==> config.mk <==
export PLATFORM = sky130hd
export DESIGN_NAME = shiftreg_xfer_engine
export DESIGN_NICKNAME = d
export VERILOG_FILES = /design/src/rtl/shiftreg_xfer_engine.sv
export SDC_FILE = /design/constraint.sdc
export NUM_CORES = 1
export LEC_CHECK = 0
export CORE_MARGIN = 5
export CORE_UTILIZATION = 49
export CTS_CLUSTER_DIAMETER = 40
export DETAILED_ROUTE_END_ITERATION = 8
export GPL_TIMING_DRIVEN = 0
export PLACE_DENSITY = 0.89
export SLEW_MARGIN = 20
export SYNTH_ARGS = -nofsm -noshare
export SYNTH_HDL_FRONTEND = slang
export SYNTH_SLANG_ARGS = --single-unit
==> constraint.sdc <==
create_clock -name clk -period 2.5 [get_ports clk]
set_input_delay 0.5 -clock clk [delete_from_list [all_inputs] [get_ports clk]]
set_output_delay 0.5 -clock clk [all_outputs]
set_load 0.05 [all_outputs]
==> src/rtl/shiftreg_xfer_engine.sv <==
// Universal shift register with a built-in transfer sequencer.
// Loads a word on start, then shifts a programmed number of bits on bit ticks.
module shiftreg_xfer_engine #(
    parameter int WIDTH   = 8,
    parameter int COUNT_W = 4
) (
    input  logic               clk,
    input  logic               reset,
    input  logic               start,
    input  logic [1:0]         dir,
    input  logic [COUNT_W-1:0] nbits,
    input  logic [WIDTH-1:0]   load_data,
    input  logic               shift_en,
    input  logic               serial_in,
    output logic               serial_out,
    output logic [WIDTH-1:0]   parallel_out,
    output logic               busy,
    output logic               done,
    output logic [COUNT_W-1:0] bit_count
);

    typedef enum logic [1:0] {
        S_IDLE  = 2'd0,
        S_SHIFT = 2'd1,
        S_DONE  = 2'd2
    } state_t;

    localparam logic [1:0] D_LEFT  = 2'b00;
    localparam logic [1:0] D_RIGHT = 2'b01;
    localparam logic [1:0] D_ROTL  = 2'b10;
    localparam logic [1:0] D_ROTR  = 2'b11;

    localparam logic [COUNT_W-1:0] FULL = COUNT_W'(WIDTH);

    state_t             state_q, state_d;
    logic [WIDTH-1:0]   sreg_q, sreg_d;
    logic [1:0]         dir_q, dir_d;
    logic [COUNT_W-1:0] target_q, target_d;
    logic [COUNT_W-1:0] cnt_q, cnt_d;
    logic [COUNT_W-1:0] cnt_inc;
    logic [COUNT_W-1:0] nbits_clamped;
    logic [WIDTH-1:0]   shifted;

    // 0 or anything beyond the register width means a full-word transfer
    always_comb begin
        nbits_clamped = nbits;
        if (nbits == '0 || nbits > FULL) begin
            nbits_clamped = FULL;
        end
    end

    // One-step shift of the register according to the latched direction
    always_comb begin
        shifted = sreg_q;
        unique case (dir_q)
            D_LEFT:  shifted = {sreg_q[WIDTH-2:0], serial_in};
            D_RIGHT: shifted = {serial_in, sreg_q[WIDTH-1:1]};
            D_ROTL:  shifted = {sreg_q[WIDTH-2:0], sreg_q[WIDTH-1]};
            D_ROTR:  shifted = {sreg_q[0], sreg_q[WIDTH-1:1]};
            default: shifted = sreg_q;
        endcase
    end

    assign cnt_inc = cnt_q + COUNT_W'(1);

    // Sequencer: next state and next datapath values, holding by default
    always_comb begin
        state_d  = state_q;
        sreg_d   = sreg_q;
        dir_d    = dir_q;
        target_d = target_q;
        cnt_d    = cnt_q;
        unique case (state_q)
            S_SHIFT: begin
                if (shift_en) begin
                    sreg_d = shifted;
                    cnt_d  = cnt_inc;
                    if (cnt_inc == target_q) begin
                        state_d = S_DONE;
                    end
                end
            end
            S_IDLE, S_DONE: begin
                // a start in DONE chains straight into the next transfer
                if (start) begin
                    sreg_d   = load_data;
                    dir_d    = dir;
                    target_d = nbits_clamped;
                    cnt_d    = '0;
                    state_d  = S_SHIFT;
                end else begin
                    state_d = S_IDLE;
                end
            end
            default: state_d = S_IDLE;
        endcase
    end

    // State and datapath registers with synchronous reset
    always_ff @(posedge clk) begin
        if (reset) begin
            state_q  <= S_IDLE;
            sreg_q   <= '0;
            dir_q    <= D_LEFT;
            target_q <= FULL;
            cnt_q    <= '0;
        end else begin
            state_q  <= state_d;
            sreg_q   <= sreg_d;
            dir_q    <= dir_d;
            target_q <= target_d;
            cnt_q    <= cnt_d;
        end
    end

    // Outgoing bit is the end the register is moving towards
    assign serial_out   = dir_q[0] ? sreg_q[0] : sreg_q[WIDTH-1];
    assign parallel_out = sreg_q;
    assign busy         = (state_q == S_SHIFT);
    assign done         = (state_q == S_DONE);
    assign bit_count    = cnt_q;

endmodule

# Word level (Yosys, flattened, before mapping)
# Index checks and enable logic that the tools add are counted.
# totals
regBits	20
out_inout_bits	15
# op_classes
muxes	13
eq_ne	9
n_reduce_logical	9
magnitude_cmp	1
addsub	1
# op_table
cell	n
$pmux 8 s4	1
$mux 8	2
$pmux 8 s2	1
$mux 4	3
$pmux 4 s2	1
$eq 2x2->1 const B	3
$add 4x1->4 const B	1
$eq 2x1->1 const B	2
$eq 4x4->1	1
$gt 4x4->1 const B	1
$logic_not 2->1	2
$logic_not 4->1	1
$mux 2	2
$ne 2x2->1 const B	2
$pmux 2 s2	1
$reduce_and 2->1	2
$reduce_and 3->1	1
$mux 1	2
$ne 2x1->1 const B	1
$reduce_bool 2->1	1
$reduce_or 2->1	1
$logic_or 1x1->1	1

# Logic depth before layout (Yosys ltp)
# Gate-level depths: netlist of run 1.
# depth
depth_word	5
ltp_mapped	6

# Worst setup path before layout of run 1
# OpenSTA, ideal clock, no wires.
# synth_path
kind	flip-flop to output port
from	register state_q[0]
to	output port done
path_stages_with_launch	4
setup_slack_ns	0.707
arrival_ns	1.293
cell_sequence	dfxtp_1 > buf_4 > buf_6 > nor2b_1
# synth_via
elab_chain_cells	1
# synth_rtl
element	line_no	text
start, declared	35	state_t state_q, state_d;
start signal, assigned	108	state_q <= state_d;
$eq 2x2->1	120	assign done = (state_q == S_DONE);
end, declared	18	output logic done,
# No other way between the ends.

# Final worst setup path of run 1
# Ends and elaborated chain as after synthesis.

==> results of run 1 <==
kinds of logic (layout without fill, tap and decap cells):
family                     count (synthesis)  after routing  share of synthesized area
AOI/OAI and AO/OA                         29             29                      0.191
xor gates and xnor gates                   5              5                     0.0513
adders and majority gates                  1              1                     0.0112
buffers and inverters                      9             45                     0.0737
DFF                                       20             20                      0.357
muxes                                     11             11                     0.0993
and+or+nand+nor                           47             47                      0.217
metal layers:
metal / wire length [um] / vias to the layer above / global-route usage
met5: 0 / - / 0
met4: 48 / 0 / 0.0662
met3: 141 / 7 / 0.0334
met2: 1390 / 34 / 0.329
met1: 1200 / 481 / 0.203
li1: - / 504 / -
sequential cells by signal, summed over array words and instances (netlist names):
signal	count
bit_count	4
dir_q	2
parallel_out	8
state_q	2
target_q	4
worst max-delay path: stages, from the launching register on:
cell             delay [ps]
dfxtp_1                 350
buf_4                   170
buf_6                   150
nor2b_1                 110
clkdlybuf4s50_1         800
placed cells by master (no fill, tap or decap), types with 2 or more instances in the layout:
cell type        Yosys  layout
clkdlybuf4s50_1      0      31
nor2_1              24      24
dfxtp_1             20      20
a21oi_1             15      15
mux2i_1             10      10
buf_6                6       6
a221oi_2             6       6
o21ai_0              4       4
nor3b_1              3       3
nand2_1              3       3
nor3_1               3       3
clkbuf_4             0       3
nor2b_1              2       2
clkbuf_1             2       2
nand3b_1             2       2
and2_1               2       2
nand3_1              2       2
xor2_1               2       2
xnor2_1              2       2
how the worst max path moves through the flow:
stage / cells past startpoint / slack [ps] / endpoint / from
after detailed placement: 3 / 420 / serial_out / dir_q[0]
after CTS: 3 / 60 / serial_out / dir_q[0]
final: 4 / 100 / done / state_q[0]
after global placement: 3 / 420 / serial_out / dir_q[0]
after global routing: 4 / 6 / done / state_q[0]
after floorplan: 3 / 710 / done / state_q[0]
through the flow:
stage / setup WS (ps) / std cells / util / area, sq um
finish: 104 / 186 / 0.692 / 1520
global route: 6.42 / 186 / 0.692 / 1520
CTS: 64.2 / 186 / 0.690 / 1510
detailed placement: 420 / 182 / 0.674 / 1480
global placement: 417 / 182 / 0.674 / 1480
floorplan: 707 / 122 / - / 1120
final cells by class:
type | count | area (sq um) | area share
repair buffers | 32 | 323 | 0.213
multi-input cells | 93 | 638 | 0.421
plain buffers | 9 | 82.6 | 0.0545
flip-flops and latches | 20 | 400 | 0.264
well taps | 28 | 35.0 | 0.0231
clock buffers | 4 | 36.3 | 0.0239
where the power goes:
| part | internal, uW | total (uW) | switching (uW) |
|---|---|---|---|
| combinational | 116 | 261 | 145 |
| sequential | 339 | 362 | 22.8 |
| clock | 88.8 | 191 | 102 |
| total | 544 | 814 | 270 |
==> key figures, run 1 <==
Floorplan
  – Core Rows: 17
  – Core area: 2190 sq um
  – Die Ht: 57.8 um
  – DIE AREA: 3340 sq um
  – Initial core utilization: 0.512
  – # IOs: 34
  – Die X: 57.8 um

Placed design
  – Placer Congestion: 0.810
  – Detailed placement HPWL: 2130 um
  – Port buffer count: 32

Critical path
  – Crit. End Element: primary output
  – Reg2reg end: state_q[1]
  – Worst path arrival time: 1900 ps
  – Critical path fanouts, max: 10
  – Worst Path Required: 2000 ps
  – Reg2reg path depth: 4
  – CP Launch Type: flop
  – WS Path Type: reg2out
  – R2r setup slk: 1080 ps
  – Reg-to-Reg Start: bit_count[0]

Yosys
  – Async SR Flop Fraction: 0
  – Synth Warn #: 0
  – Post-Syn Area per Cell: 9.19 sq um
  – Seq/Total Area, Yosys: 0.357
  – Synth top area cells: dfxtp_1, mux2i_1, a221oi_2
  – Yosys top cell area share: 0.357
  – Commonest cells in the netlist: nor2_1, dfxtp_1, a21oi_1
  – Largest area contributor in the netlist: dfxtp_1
  – Top-count cell post-synth: nor2_1
  – Synthesized instance count: 122
  – Post-synth net total: 142
  – Post-synth EDFFs: 0
  – #FFs+latches synth: 20
  – Yosys cell types: 31
  – Post-Syn Area: 1120 sq um
  – Ys flop type: dfxtp_1

Hold path
  – Hold Path Stages: 1
  – HP Start: target_q[3]
  – Hold endpoint: target_q[3]
  – Hold Crit Class: reg2reg

Timing
  – Unrepaired setup endpoints after global routing: false
  – Worst Max-Slew Pin Slew: 508 ps
  – Final setup fails: 0
  – WHS: 518 ps
  – Peak Freq: 0.417 GHz
  – Hold Fails Final Rpt: 0
  – Setup TNS: 0 ps
  – Max-slew headroom: 0.660
  – Final max-slew violation count: 0
  – Clock skew: 13.0 ps
  – Clock period minus worst slack: 2400 ps
  – Period utilization: 0.959

Drt
  – Vias per inst: 5.52
  – Drt initial violations: 12
  – Routed wire length: 2780 um
  – Post-route DRC violation count: 0
  – WL per Instance: 14.9 um
  – Antenna-violating nets left: 0
  – 1st-pass router iterations: 4
  – Vias after detailed routing: 1026

Clock tree
  – Worst skew pair latency: 310 ps
  – H-tree depth: 1
  – Sink Count: 20
  – CTS buffer count: 3
  – Postcts setup bufs: 0
  – Clock slew at reported path FFs: 120 ps
  – Resize count post-CTS: 0
  – CTS max path bufs: 2
  – # hold bufs at CTS: 0
  – CTS tree: done
  – Clk root buf: clkbuf_4

Power
  – Power Total: 814 uW
  – Pwr dens: 537 nW/um^2
  – Worst IR drop on VDD: 370 uV
  – LEAKAGE: 0.000574 uW

Global routing
  – First-pass GRT wire length: 4660 um
  – Initial antenna violation count: 0
  – Gr usage total: 0.179
  – Pin count of the biggest net entering global routing: 12
  – Grt ovf: 0
  – Vias in the first global route: 1068

Final layout
  – Fillers: 188
  – Antenna Cells: 0
  – Syn-to-layout area delta: 35.2%
  – Final nets: 179
  – Share of cells above drive strength 1: 0.133

Flow run
  – Max_cap viols: 0

Run status
  – Status: finished, final reports clean
Power figures use the tool's default switching activity.
==> run 2, diff against run 1 <==
--- a/config.mk
+++ b/config.mk
@@ -7,7 +7,6 @@
 export LEC_CHECK = 0
 export CORE_MARGIN = 5
 export CORE_UTILIZATION = 49
-export CTS_CLUSTER_DIAMETER = 40
 export DETAILED_ROUTE_END_ITERATION = 8
 export GPL_TIMING_DRIVEN = 0
 export PLACE_DENSITY = 0.89
==> results of run 2 <==
The final DEF is identical to that of run 1; final timing and power are the same.
